### src/rtl/stego_pkg.sv
// Shared types and constants for the 2-bit LSB stego extraction scheduler.
package stego_pkg;

    typedef enum logic [1:0] {IDLE, HDR, PAYLOAD, DONE} state_t;

    localparam int LEN_W_DEF     = 24;
    localparam int HDR_SYMS      = LEN_W_DEF / 2;
    localparam int SYMS_PER_BYTE = 4;

    localparam logic [7:0] LFSR_SEED = 8'hA5;
    localparam logic [7:0] LFSR_TAPS = 8'hB8;

    // Right-shifting Galois LFSR step.
    function automatic logic [7:0] lfsr_step(input logic [7:0] s);
        return (s >> 1) ^ (s[0] ? LFSR_TAPS : 8'h00);
    endfunction

endpackage

### src/rtl/stego_rr_arbiter.sv
// Round-robin selector: first requester at or after (last_winner+1) mod N_REQ, one-hot.
module stego_rr_arbiter
#(
    parameter int N_REQ = 2
) (
    input  logic [N_REQ-1:0]         req,
    input  logic [$clog2(N_REQ)-1:0] last_winner,
    input  logic                     enable,
    output logic [N_REQ-1:0]         grant
);

    int   idx;
    logic found;

    always_comb begin
        grant = '0;
        found = 1'b0;
        idx   = 0;
        for (int k = 1; k <= N_REQ; k++) begin
            idx = int'(last_winner) + k;
            if (idx >= N_REQ) idx = idx - N_REQ;
            if (enable && !found && req[idx]) begin
                grant[idx] = 1'b1;
                found      = 1'b1;
            end
        end
    end

endmodule

### src/rtl/stego_decode_sched.sv
// Arbitrated header/payload controller for the 2-bit LSB stego extraction path.
// Define STEGO_SCHED_XOR_DESCRAMBLE_EN to XOR each payload byte with an LFSR keystream.
module stego_decode_sched
    import stego_pkg::*;
#(
    parameter int N_REQ        = 2,
    parameter int LEN_W        = LEN_W_DEF,
    parameter int MAX_LEN_BITS = 2097152
) (
    input  logic                 clk,
    input  logic                 reset,
    input  logic [N_REQ-1:0]     req,
    input  logic [N_REQ-1:0]     src_valid,
    input  logic [8*N_REQ-1:0]   src_data,
    output logic [N_REQ-1:0]     src_ready,
    output logic [N_REQ-1:0]     grant,
    output logic                 out_valid,
    output logic [7:0]           out_data,
    output logic                 out_last,
    input  logic                 out_ready,
    input  logic                 abort,
    output logic                 busy,
    output logic [LEN_W-1:0]     msg_len,
    output logic                 done,
    output logic                 err_len
);

    localparam int IW    = $clog2(N_REQ);
    localparam int HDR_N = LEN_W / 2;
    localparam int HW    = $clog2(HDR_N + 1);
    localparam logic [LEN_W:0]   MAX_L = (LEN_W+1)'(MAX_LEN_BITS);
    localparam logic [LEN_W-1:0] TWO   = LEN_W'(2);

    state_t             state, state_nxt;
    logic [N_REQ-1:0]   grant_q, arb_grant;
    logic [IW-1:0]      gidx, arb_idx, last_winner;
    logic [HW-1:0]      hdr_cnt;
    logic [LEN_W-1:0]   remaining, rem_sub, len_new;
    logic [1:0]         slot, sym, sym_eff;
    logic [7:0]         asm_q, asm_nxt, out_byte;
    logic               xfer, hdr_last, too_long, would_complete, slot_full;
    logic               unused_src;

    assign unused_src = ^src_data;
    assign grant      = grant_q;
    assign busy       = (state != IDLE);

    stego_rr_arbiter #(.N_REQ(N_REQ)) u_arb (
        .req         (req),
        .last_winner (last_winner),
        .enable      (state == IDLE),
        .grant       (arb_grant)
    );

    always_comb begin
        arb_idx = '0;
        for (int i = 0; i < N_REQ; i++)
            if (arb_grant[i]) arb_idx = IW'(i);
    end

    always_comb begin
        sym = 2'b00;
        for (int i = 0; i < N_REQ; i++)
            if (gidx == IW'(i)) sym = src_data[8*i +: 2];
    end

    assign hdr_last       = (hdr_cnt == HW'(1));
    assign len_new        = {msg_len[LEN_W-3:0], sym};
    assign too_long       = {1'b0, len_new} > MAX_L;
    // An odd trailing bit uses only the symbol's upper bit.
    assign sym_eff        = (remaining == LEN_W'(1)) ? {sym[1], 1'b0} : sym;
    assign rem_sub        = (remaining >= TWO) ? remaining - TWO : '0;
    assign slot_full      = (slot == 2'(SYMS_PER_BYTE - 1));
    assign would_complete = slot_full || (remaining <= TWO);

    always_comb begin
        asm_nxt = asm_q;
        case (slot)
            2'd0:    asm_nxt = {sym_eff, asm_q[5:0]};
            2'd1:    asm_nxt = {asm_q[7:6], sym_eff, asm_q[3:0]};
            2'd2:    asm_nxt = {asm_q[7:4], sym_eff, asm_q[1:0]};
            default: asm_nxt = {asm_q[7:2], sym_eff};
        endcase
    end

`ifdef STEGO_SCHED_XOR_DESCRAMBLE_EN
    logic [7:0] lfsr;
    assign out_byte = asm_nxt ^ lfsr;
`else
    assign out_byte = asm_nxt;
`endif

    always_ff @(posedge clk or posedge reset) begin
        if (reset) state <= IDLE;
        else       state <= state_nxt;
    end

    always_comb begin
        state_nxt = state;
        src_ready = '0;
        case (state)
            HDR:     src_ready = grant_q;
            PAYLOAD: if (remaining != '0 && !(would_complete && out_valid && !out_ready))
                         src_ready = grant_q;
            default: ;
        endcase
        if (abort && state != IDLE) src_ready = '0;
        xfer = |(src_valid & src_ready);

        case (state)
            IDLE:    if (|req) state_nxt = HDR;
            HDR:     if (xfer && hdr_last) begin
                         if (len_new == '0)  state_nxt = DONE;
                         else if (too_long)  state_nxt = IDLE;
                         else                state_nxt = PAYLOAD;
                     end
            PAYLOAD: if (out_valid && out_ready && out_last) state_nxt = DONE;
            DONE:    state_nxt = IDLE;
            default: state_nxt = IDLE;
        endcase
        if (abort && state != IDLE) state_nxt = IDLE;
    end

    // last_winner resets to N_REQ-1 so the first search starts at index 0.
    always_ff @(posedge clk or posedge reset) begin
        if (reset) begin
            grant_q     <= '0;
            gidx        <= '0;
            last_winner <= IW'(N_REQ - 1);
            hdr_cnt     <= '0;
            msg_len     <= '0;
            remaining   <= '0;
            slot        <= '0;
            asm_q       <= '0;
            out_valid   <= 1'b0;
            out_data    <= '0;
            out_last    <= 1'b0;
            done        <= 1'b0;
            err_len     <= 1'b0;
`ifdef STEGO_SCHED_XOR_DESCRAMBLE_EN
            lfsr        <= LFSR_SEED;
`endif
        end else begin
            done    <= 1'b0;
            err_len <= 1'b0;
            if (out_valid && out_ready) begin
                out_valid <= 1'b0;
                out_last  <= 1'b0;
            end
            case (state)
                IDLE: if (|req) begin
                    grant_q <= arb_grant;
                    gidx    <= arb_idx;
                    hdr_cnt <= HW'(HDR_N);
                end
                HDR: if (xfer) begin
                    msg_len <= len_new;
                    hdr_cnt <= hdr_cnt - 1'b1;
                    if (hdr_last && len_new != '0) begin
                        if (too_long) begin
                            err_len     <= 1'b1;
                            grant_q     <= '0;
                            last_winner <= gidx;
                        end else begin
                            remaining <= len_new;
                            slot      <= '0;
                            asm_q     <= '0;
`ifdef STEGO_SCHED_XOR_DESCRAMBLE_EN
                            lfsr      <= LFSR_SEED;
`endif
                        end
                    end
                end
                PAYLOAD: if (xfer) begin
                    remaining <= rem_sub;
                    if (slot_full || rem_sub == '0) begin
                        out_data  <= out_byte;
                        out_valid <= 1'b1;
                        out_last  <= (rem_sub == '0);
                        asm_q     <= '0;
                        slot      <= '0;
`ifdef STEGO_SCHED_XOR_DESCRAMBLE_EN
                        lfsr      <= lfsr_step(lfsr);
`endif
                    end else begin
                        asm_q <= asm_nxt;
                        slot  <= slot + 2'd1;
                    end
                end
                DONE: begin
                    done        <= 1'b1;
                    grant_q     <= '0;
                    last_winner <= gidx;
                end
                default: ;
            endcase
            if (abort && state != IDLE) begin
                out_valid   <= 1'b0;
                out_last    <= 1'b0;
                grant_q     <= '0;
                last_winner <= gidx;
                done        <= 1'b0;
                err_len     <= 1'b0;
            end
        end
    end

endmodule

### config.mk
export PLATFORM = sky130hd
export DESIGN_NAME = stego_decode_sched
export DESIGN_NICKNAME = d
export VERILOG_FILES = /design/src/rtl/stego_pkg.sv /design/src/rtl/stego_rr_arbiter.sv /design/src/rtl/stego_decode_sched.sv
export SDC_FILE = /design/constraint.sdc
export NUM_CORES = 1
export LEC_CHECK = 0
export BUFFER_PORTS_ARGS = -buffer_cell sky130_fd_sc_hd__clkbuf_2
export CAP_MARGIN = 15
export CORE_MARGIN = 2
export CORE_UTILIZATION = 45
export CTS_BUF_LIST = sky130_fd_sc_hd__clkbuf_8
export DETAILED_ROUTE_END_ITERATION = 8
export PLACE_DENSITY = 0.74
export SLEW_MARGIN = 20
export SYNTH_ARGS = -nofsm -noshare
export SYNTH_HDL_FRONTEND = slang
export SYNTH_SLANG_ARGS = --single-unit
### constraint.sdc
create_clock -name clk -period 3.6 [get_ports clk]
set_input_delay 0.18 -clock clk [delete_from_list [all_inputs] [get_ports clk]]
set_output_delay 0.18 -clock clk [all_outputs]
set_load 0.05 [all_outputs]
==> summary.txt <==
Timing
  • Number of max-slew violations in the final report: 0
  • Least setup slack across all paths after layout: 0.0985 ns
  • Pin slew with the least headroom to its limit: 0.564 ns
  • Number of failing setup endpoints in the final timing report: 0
  • Clk_skew: 0.0106 ns
  • Final critical delay including setup and external delays: 3.50 ns
  • Final critical-path share of the clock period: 0.973
  • Relative slew slack: 0.621
  • Fmax: 286 MHz
  • Hold Vio Cnt, Final: 0

Yosys
  • Async set-or-reset flop fraction in the synthesized netlist: 1.00
  • Post-synthesis net count: 516
  • Synth area leaders: dfrtp_1 (43%), mux2_2 (7.6%), o21ai_0 (4.9%)
  • Cell count after synthesis: 480
  • Number of warnings printed during yosys synthesis: 0
  • Number of synthesized flops with an enable pin: 0
  • Leading area contributor after synthesis: dfrtp_1
  • Sequential cell area fraction in the yosys report: 0.437
  • Number of distinct library cells after synthesis: 66
  • Ys flop type: dfrtp_1
  • Top cell type's share of synthesized area: 0.431
  • Average cell area after synthesis: 9.56 um^2
  • Register bit total from synthesis: 80
  • Summed instance area of the synthesized netlist: 0.00459 mm^2

Placed design
  • Placed wire-length estimate: 9010 um
  • Post-Place Setup Slack: 0.0301 ns
  • Routability cong.: 0.930
  • Buffers added on ports: 52

Hold path
  • Startpoint of the lowest-slack hold path: req[0]
  • Worst min path class: primary input to flop
  • Endpoint of the worst hold-timing path: gidx$_DFFE_PP0P_
  • Number of instances on the worst hold path: 2

Global route
  • Number of antenna violations at the first check in global routing: 0
  • Pin count of the biggest net entering global routing: 57
  • Overall routing resource usage: 0.229
  • Vias in the first global route: 4015
  • Wire length of the first global-routing pass: 20200 um
  • Total overflow reported by the global router: 0

Cells and area
  • Signed area change from the synthesized netlist to the final layout: 18.7%
  • Final Util: 0.555
  • Commonest non-fill, non-tap cell in the layout: dfrtp_1
  • Number of fill cells: 933
  • Fraction of final layout cells sized beyond drive strength 1: 0.280
  • Total inserted antenna cells: 0
  • Commonest non-fill, non-tap cells in the layout: dfrtp_1 (79), clkbuf_2 (52), o21ai_0 (45)
  • NumNets Final: 588

Critical path
  • Worst Path Required: 3.85 ns
  • FF-to-FF End: out_data[1]$_DFFE_PP0P_
  • Startpoint of the most critical register-to-register path: remaining[1]$_DFFE_PP0P_
  • Crit path max fanout: 9
  • Critical path launch point type: flop
  • WS Path Type: flop to flop
  • Depth of the worst register-to-register path: 10
  • Arrival time worst endpoint: 3.75 ns
  • Slack of the worst reg-to-reg path: 0.1 ns
  • Capturing element type of the critical path: flop

Floorplan
  • Placeable core area: 0.00982 mm^2
  • Vert. Die Dim: 105 um
  • Total Die Area: 0.0110 mm^2
  • Initial Util: 0.467
  • Number of top-level design ports: 65
  • Die boundary width: 105 um
  • Number of cell rows: 36

CTS
  • TritonCTS clock tree: built
  • Total number of H-tree levels: 3
  • Max Buffers Root-to-Sink: 2
  • Clk root buf: clkbuf_8
  • Clock Pin Slew Worst Setup and Hold Paths: 0.08 ns
  • Insertion delay to the later sink of the worst-skew pair: 0.36 ns
  • Number of sinks driven by the clock tree: 80
  • Number of buffers created by CTS: 9

Route
  • DR DRC count: 0
  • Iteration-0 DRC Markers: 268
  • Routed Wire Length: 12400 um
  • Antenna violation net count after detailed routing: 0
  • Detailed-routing iteration count for the pre-antenna-repair pass: 5
  • Via count: 4168
  • Routed len/inst: 17.9 um
  • Vias per Instance: 6.04

Power
  • Worst-case vdd ir drop: 0.000380 V
  • Total leakage power: 2.58 nW
  • Pwr Density: 574 mW/mm^2

Run status
  • Status: complete, no violations

Flow run
  • # Max-Cap Violations: 0
==> repair_timing <==
action                                 CTS  global route
hold buffers                             0             1
endpoints found under the hold margin    0            12
resized for setup                        0             4
setup endpoints to repair                0            15
setup buffers                            0             1
==> critical path, stage by stage, from the launching register on <==
cell and delay [ns]:
dfrtp_1 0.39, inv_1 0.08, ha_1 0.16, or4b_4 0.50, or4b_1 0.47, a211oi_1 0.33
o2111ai_2 0.20, or4_4 0.57, a31oi_4 0.21, buf_12 0.15, mux2_2 0.33
==> synthesized netlist by cell type, drive strengths merged, types with 3 or more instances <==
master / n
or3: 9
o21ai: 46
inv: 19
or4: 8
clkbuf: 21
a22o: 15
nand2b: 3
nor3: 16
or2: 4
and3: 7
a211oi: 3
a21o: 4
mux2: 31
a21oi: 24
nor2: 37
o221ai: 3
nand3: 9
a32oi: 3
ha: 12
buf: 4
o22ai: 6
a31oi: 7
a221o: 6
mux2i: 6
a22oi: 4
nand2: 32
nor4: 19
and2: 5
nand4: 5
o31ai: 3
dfrtp: 79
==> sequential cells by signal (all words and copies together) (netlist names) <==
signal       flops
asm_q            8
done             1
err_len          1
gidx             1
grant            2
hdr_cnt          4
last_winner      1
msg_len         24
out_data         8
out_last         1
out_valid        1
remaining       24
slot             2
state            2
==> per-stage QoR <==
stage | power, W | TNS, ns | instances | hold WS (ns) | cell area, um^2
after floorplan | 0.00202 | 0 | 480 | 0.284 | 4590
after global placement | 0.00234 | 0 | 671 | 0.412 | 5160
after detailed placement | 0.00239 | 0 | 671 | 0.415 | 5160
after CTS | 0.00310 | 0 | 687 | 0.0275 | 5370
after global routing | 0.00332 | -0.00168 | 690 | 0.0804 | 5450
final | 0.00312 | 0 | 690 | 0.0713 | 5450
==> per-layer routing <==
metal  global-route usage  up-vias  routed length, um
li1                     -     1962                  -
met1                0.308     2065               5480
met2                0.377      128               6110
met3               0.0337       13                591
met4               0.0819        0                192
met5                    0        -                  0
==> where the power goes <==
group	leakage [nW]	switching, W	internal (W)	total [W]
Clock	0.114	0.000327	0.000386	0.000713
Sequential	1.07	0.000107	0.000996	0.00110
Combinational	1.40	0.000826	0.000481	0.00131
==> logic make-up (layout without fill, tap and decap cells) <==
kind of cell,Yosys count,after routing,share of synthesized area
AO/OA/AOI/OAI,140,140,0.206
XOR/XNOR,3,3,0.00573
adder cells (fa/ha/maj),12,12,0.0327
buffers and inverters,44,121,0.0384
flip-flops,80,80,0.437
multiplexers,37,37,0.0892
AND/OR/NAND/NOR,164,164,0.191
==> area by class of cell <==
class / count / area (um^2) / share of cell area
inverter: 19 / 72.6 / 0.0133
timing repair buffer: 86 / 556 / 0.102
multi-input combinational: 356 / 2440 / 0.447
clock buffer: 9 / 124 / 0.0227
clock inverter: 7 / 87.6 / 0.0161
tap: 133 / 166 / 0.0306
sequential: 80 / 2000 / 0.368
==> worst max path at each step <==
stage,from,endpoint,cells after the start
5_1_grt,remaining[1]$_DFFE_PP0P_,out_data[5]$_DFFE_PP0P_,10
2_1_floorplan,remaining[1]$_DFFE_PP0P_,out_data[0]$_DFFE_PP0P_,11
4_1_cts,remaining[2]$_DFFE_PP0P_,out_data[1]$_DFFE_PP0P_,9
3_3_place_gp,remaining[1]$_DFFE_PP0P_,out_data[6]$_DFFE_PP0P_,9
6_report,remaining[1]$_DFFE_PP0P_,out_data[1]$_DFFE_PP0P_,10
3_5_place_dp,remaining[2]$_DFFE_PP0P_,out_data[1]$_DFFE_PP0P_,9
Power figures use the tool's default switching activity.
